==> src/rtl/gb_audio_i2s.sv <==
// GB audio to I2S bridge: 128-clk boxcar average of the APU mix,
// DC removal, and mono 16-bit I2S serialisation at clk/128.
module gb_audio_i2s #(
    parameter logic [15:0] DC_OFFSET = 16'h4000
) (
    input  logic        clk,
    input  logic        reset,
    input  logic [15:0] audio_in,
    input  logic        enable,
    output logic        sample_strobe,
    output logic [15:0] sample_out,
    output logic        i2s_bclk,
    output logic        i2s_lrclk,
    output logic        i2s_sdata
);

    logic [6:0]  r_cyc;
    logic [22:0] r_acc;
    logic        r_mute;
    logic [15:0] r_sample;
    logic        r_strobe;
    logic        r_sdata;

    logic [6:0]  w_cyc_nxt;
    logic        w_frame_end;
    logic [15:0] w_term;
    logic [22:0] w_sum;
    logic [15:0] w_avg;
    logic [4:0]  w_slot;
    logic [3:0]  w_idx;
    logic        w_bit;

    assign w_cyc_nxt   = r_cyc + 7'd1;
    assign w_frame_end = (r_cyc == 7'd127);
    assign w_term      = enable ? audio_in : 16'h0000;
    assign w_sum       = r_acc + {7'd0, w_term};
    assign w_avg       = 16'(w_sum >> 7);

    // Slot k in 1..16 carries bit 16-k, k in 17..31 carries bit 32-k;
    // both reduce to (-k) mod 16. Slot 0 re-sends the old word's LSB,
    // which is still in r_sample on the latch edge.
    assign w_slot = w_cyc_nxt[6:2];
    assign w_idx  = 4'd0 - w_slot[3:0];
    assign w_bit  = (w_slot == 5'd0) ? r_sample[0] : r_sample[w_idx];

    // Free-running frame counter, wraps 127 -> 0
    always_ff @(posedge clk or posedge reset) begin
        if (reset) r_cyc <= 7'd0;
        else       r_cyc <= w_cyc_nxt;
    end

    // Accumulate one frame, latch average minus DC at frame end
    always_ff @(posedge clk or posedge reset) begin
        if (reset) begin
            r_acc    <= 23'd0;
            r_mute   <= 1'b0;
            r_sample <= 16'h0000;
        end else if (w_frame_end) begin
            r_acc    <= 23'd0;
            r_mute   <= 1'b0;
            r_sample <= (r_mute || !enable) ? 16'h0000
                                            : w_avg - DC_OFFSET;
        end else if (!enable) begin
            r_acc  <= 23'd0;
            r_mute <= 1'b1;
        end else begin
            r_acc <= w_sum;
        end
    end

    // One-cycle strobe in the cycle after a latch (cyc = 0)
    always_ff @(posedge clk or posedge reset) begin
        if (reset) r_strobe <= 1'b0;
        else       r_strobe <= w_frame_end;
    end

    // Serial data updated only at slot starts (BCLK falling edge)
    always_ff @(posedge clk or posedge reset) begin
        if (reset)                       r_sdata <= 1'b0;
        else if (w_cyc_nxt[1:0] == 2'b00) r_sdata <= w_bit;
    end

    assign sample_strobe = r_strobe;
    assign sample_out    = r_sample;
    assign i2s_bclk      = r_cyc[1];
    assign i2s_lrclk     = r_cyc[6];
    assign i2s_sdata     = r_sdata;

endmodule

==> config.mk <==
export PLATFORM = sky130hd
export DESIGN_NAME = gb_audio_i2s
export DESIGN_NICKNAME = d
export VERILOG_FILES = /design/src/rtl/gb_audio_i2s.sv
export SDC_FILE = /design/constraint.sdc
export NUM_CORES = 1
export LEC_CHECK = 0
export ABC_AREA = 1
export BUFFER_PORTS_ARGS = -buffer_cell sky130_fd_sc_hd__buf_2
export CORE_ASPECT_RATIO = 1.2
export CORE_MARGIN = 4
export CORE_UTILIZATION = 59
export DETAILED_ROUTE_END_ITERATION = 10
export PLACE_DENSITY = 0.81
export SLEW_MARGIN = 5
export SYNTH_ARGS = -nofsm -noshare
export SYNTH_HDL_FRONTEND = slang
export SYNTH_SLANG_ARGS = --single-unit
==> constraint.sdc <==
create_clock -name clk -period 2.25 [get_ports clk]
set_input_delay 0.1125 -clock clk [delete_from_list [all_inputs] [get_ports clk]]
set_output_delay 0.1125 -clock clk [all_outputs]
set_load 0.02 [all_outputs]
* Word level (Yosys, flattened, before mapping) *
Index checks and enable logic that the tools add are counted.
Widths: inputs -> output; s select.

word-level totals
  register bits = 49
  output and inout bits = 20
  logic and storage cells = 26

operators by class
  add/sub/neg operators = 4
  magnitude comparators = 1
  equal/unequal tests = 2
  mux-type cells = 9
  reduce and logical (&&, ||, !) cells = 4

operators by type and width
  cell                    number
  $mux 23                 2
  $mux 16                 2
  $add 23x16->23          1
  $sub 16x15->16 const B  1
  $add 7x1->7 const B     1
  $eq 7x7->1 const B      1
  $logic_not 5->1         1
  $lt 4x5->1 const B      1
  $bmux 1 s4              1
  $mux 1                  4
  $sub 1x4->4 const A     1
  $logic_not 2->1         1
  $ne 2x1->1 const B      1
  $logic_not 1->1         1
  $logic_or 1x1->1        1

* Longest topological paths before layout *
  depth after elaboration = 5
  gate-level depth with buffers = 18
  depth with buffers taken out = 16

* Worst setup path before layout *
Ideal clock, no wire load.

  path kind = register -> register
  start = register r_cyc[1]
  end = register r_sdata (netlist: i2s_sdata)
  setup time = 65 ps
  data arrival time = 2015 ps
  path slack = 170 ps
  cell stages (with the launch flop) = 16
  path buffers = 1
  period minus slack after synthesis = 2080 ps
  cell sequence = dfrtp_1 -> ha_1 -> nand2_2 -> nand2_4 -> buf_6 -> ha_1 -> inv_1 -> a21oi_1 -> o21ai_0 -> nand2_1 -> nand2_1 -> nand2_1 -> nand2_1 -> nand3_1 -> nand2_1 -> nand2_1

between the ends
  longest elaborated chain between the ends = 5

ends and longest elaborated chain
  what                          RTL line  text
  start: declaration            17        logic [6:0] r_cyc;
  start signal: assignment      49        else r_cyc <= w_cyc_nxt;
  $add 7x1->7 *                 33        assign w_cyc_nxt = r_cyc + 7'd1;
  $sub 1x4->4                   43        assign w_idx = 4'd0 - w_slot[3:0];
  $bmux 1 s4                    44        assign w_bit = (w_slot == 5'd0) ? r_sample[0] : r_sample[w_idx];
  $mux 1 (not written as such)  44
  $mux 1                        44
  end signal: assignment        80        else if (w_cyc_nxt[1:0] == 2'b00) r_sdata <= w_bit;
  end: declaration              22        logic r_sdata;

Mark *: on every way between the ends. The rest lies on a longest branch, timed or not. The select of a mux whose other input is x is not followed.
A chain may end at the register's enable or synchronous reset.

* Worst setup path in the final report *
  start = register r_acc[0]
  end = register r_sample[11] (netlist: sample_out[11])

between the ends
  longest elaborated chain between the ends = 3

ends and longest elaborated chain
  what                      RTL line  text
  start: declaration        18        logic [22:0] r_acc;
  start signal: assignment  67        r_acc <= w_sum;
  $add 23x16->23            36        assign w_sum = r_acc + {7'd0, w_term};
  $sub 16x15->16            62        : w_avg - DC_OFFSET;
  $mux 16                   61        r_sample <= (r_mute || !enable) ? 16'h0000
  end signal: assignment    61
  end: declaration          20        logic [15:0] r_sample;

Every way passes these cells.

==> run_results.csv <==
group,metric,value,unit
pwr,power_density,515,nW/um^2
logic_synthesis,synthCells,469,
floorplanning,dieArea,6890,sq um
timing,min_period,2.04,ns
final_layout,final_nets,553,
timing,tns,0,ns
routing,drcViolationCount,0,
placed_design,place_area,3600,sq um
global_route,track_usage,0.236,
final_layout,register_area,1230,sq um
clock_tree,cts_buffer_depth,2,
pwr,irDropWorstVdd,0.000306,V
clock_tree,cts-root-buf,"clkbuf_8",
routing,ant_nets,0,
final_layout,insertedDiodeCount,0,
logic_synthesis,synth_top_area_cell,"dfrtp_1",
placed_design,hpwlAfterDp,6300,um
placed_design,io_buffers,38,
critical_path,crit_path_top_delay_cell,"fa_1",
critical_path,cp-start-kind,"flop",
logic_synthesis,syn_avg_cell_area,7.08,sq um
final_layout,synthToLayoutAreaGrowth,11.3,%
run_status,status,"finished clean",
logic_synthesis,seq_area_frac_synth,0.370,
clock_tree,path_clk_slew,0.09,ns
critical_path,max_stage_delay,0.39,ns
critical_path,crit_type,"flop to flop",
final_layout,fillers,452,
floorplanning,dieHeight,90.2,um
logic_synthesis,syn_area,3320,sq um
placed_design,gp_congestion,0.944,
clock_tree,cts_tree,"built",
timing,finalHoldViolations,0,
floorplanning,die_w,76.5,um
critical_path,critPathMaxFanout,4,
critical_path,path_cells,"ha_1 -> fa_1 -> nand2_1 -> nand2_1 -> nand3_1 -> nand2_1 -> nand3_1 -> nand2_1 -> nand2_1 -> nand2_1 -> nand2_1 -> nand2_1 -> o21ai_1",
logic_synthesis,synth_top_area_share,0.370,
timing,slew_violations,0,
global_route,antenna_found_initial,0,
global_route,grt-ovfl-total,0,
timing,max_freq,0.490,GHz
clock_tree,worstSkewPairLatency,0.30,ns
critical_path,crit_required,2.49,ns
run,drv_cap,0,
final_layout,multi_input_area,1790,sq um
timing,hold_slack,0.223,ns
critical_path,critPathArrivalTime,2.28,ns
placed_design,dp.cells,568,
global_route,grt_pass1_wl,13200,um
routing,dr.pass1.iters,4,
routing,drt_iter0_drc,196,
clock_tree,cts_buffers,5,
clock_tree,cts.sinks,49,
clock_tree,h-tree-depth,2,
floorplanning,top_level_ports,39,
critical_path,crit_top_cell,"nand2_1",
timing,rsz0062_at_grt,"false",
final_layout,drive_gt1_frac,0.151,
pwr,leakagePower,2.03,nW
routing,viasPerCell,5.35,
timing,min_period_over_period,0.908,
final_layout,fin_area,3690,sq um
logic_synthesis,yosys_warnings,0,
floorplanning,start_util,0.618,
global_route,grt_max_degree,50,
logic_synthesis,syn_nets,508,
critical_path,cp-end-kind,"flop",
hold_path,hp-class,"input port to flop",
floorplanning,rows,29,
routing,vias,3089,
logic_synthesis,yosysUniqueCellTypes,37,
logic_synthesis,synth.area.top_cells,"dfrtp_1 (37%), nand2_1 (17%), ha_1 (7.2%)",
final_layout,fin_cells,577,
timing,finalSetupViolations,0,
clock_tree,post_cts_buffers,0,
logic_synthesis,ys_ff_latch,49,
timing,worst_slew_pin_slew,0.617,ns
floorplanning,core-area,5370,sq um
timing,skew,0.00558,ns
timing,slew_headroom,0.589,
global_route,first_global_vias,3043,
routing,wl_per_cell,13.5,um
routing,finalWirelength,7780,um
[area by class of cell]
type,instances,share of cell area
Tap cell,62,0.0210
Clock inverter,2,0.00407
Inverter,68,0.0691
Clock buffer,6,0.0196
Timing Repair Buffer,46,0.0684
Multi-Input combinational cell,344,0.486
Sequential cell,49,0.332
[path summary, 6_finish.rpt]
kind / endpoint / cells after the start / slack [ns] / from
worst min-delay path: r_acc[1] / 3 / 0.22 / enable
worst max register to register: sample_out[11] / 13 / 0.21 / r_acc[0]
worst min register to register: i2s_sdata / 2 / 0.48 / i2s_sdata
worst max-delay path: sample_out[11] / 13 / 0.21 / r_acc[0]
max in group asynchronous: r_acc[3] / 4 / 1.31 / reset
min in group asynchronous: sample_strobe / 4 / 0.52 / reset
[registers in the layout (all words and copies together) (netlist names)]
register	flops
i2s_sdata	1
r_acc	23
r_cyc	7
r_mute	1
sample_out	16
sample_strobe	1
[critical path: cells and delay by family, from the launching register on]
kind	cells	cell delay, ns
adder cells (fa/ha/maj)	2	0.63
flip-flops	1	0.38
AND/OR/NAND/NOR	10	0.85
AO/OA/AOI/OAI	1	0.11
[what timing repair did]
action                     in CTS  in global routing
hold endpoints to repair       41                  0
hold buffers                    1                  0
resized for setup               0                  1
setup endpoints to repair       0                  1
[synth_stat cells]
library cell,count
a21o_1,1
a21oi_1,20
a21oi_4,1
and2_1,1
and2_4,1
buf_2,4
buf_6,1
clkbuf_1,3
clkinv_1,1
dfrtp_1,49
fa_1,1
ha_1,19
inv_1,61
inv_2,6
nand2_1,154
nand2_2,6
nand2_4,1
nand3_1,18
nand3_2,1
nand3b_1,6
nand4_1,9
nand4_2,1
nor2_1,49
nor2_2,4
nor2_4,1
nor3_1,1
nor3_2,1
nor3b_1,3
o211ai_1,1
o21ai_0,5
o21ai_1,13
o21ai_2,1
o21bai_1,3
o22ai_1,6
or2_1,3
xnor2_1,8
xor2_1,5
[power by group]
| group | internal, W | leakage (nW) | switching (W) | total, W |
|---|---|---|---|---|
| combinational | 0.000163 | 1.43 | 0.000278 | 0.000441 |
| sequential | 0.000927 | 0.564 | 0.0000219 | 0.000948 |
| clock | 0.000219 | 0.0374 | 0.000295 | 0.000515 |
| total | 0.00131 | 2.03 | 0.000595 | 0.00190 |
[through the flow]
stage | total power, W | setup WS, ns | util
3_3_place_gp | 0.00139 | 0.169 | 0.670
4_1_cts | 0.00192 | 0.185 | 0.688
6_report | 0.00190 | 0.207 | 0.688
5_1_grt | 0.00202 | 0.00523 | 0.688
2_1_floorplan | 0.00130 | 0.170 | -
3_5_place_dp | 0.00140 | 0.118 | 0.670
[cell usage in the layout, fill, tap and decap left out, drive strengths merged, types with 5 or more instances in the layout]
master / Yosys / routed
nand2: 161 / 161
inv: 67 / 67
nor2: 54 / 54
dfrtp: 49 / 49
buf: 5 / 45
a21oi: 21 / 21
ha: 19 / 19
nand3: 19 / 19
o21ai: 19 / 19
nand4: 10 / 10
xnor2: 8 / 8
o22ai: 6 / 6
nand3b: 6 / 6
clkbuf: 3 / 6
xor2: 5 / 5
[cells by family after synthesis]
family / share of synthesized area
buffers and inverters: 0.0897
flip-flops: 0.370
AO/OA/AOI/OAI: 0.0875
adder cells (fa/ha/maj): 0.0777
XOR/XNOR: 0.0343
AND/OR/NAND/NOR: 0.341
[per-layer routing]
layer  GRT usage  share of wire  vias up
met4      0.0891          0.025        0
met3      0.0320          0.044       17
met2       0.430           0.52       77
met1       0.280           0.41     1429
met5           0              0        -
li1            -              -     1566
(Power assumes the default switching activity.)
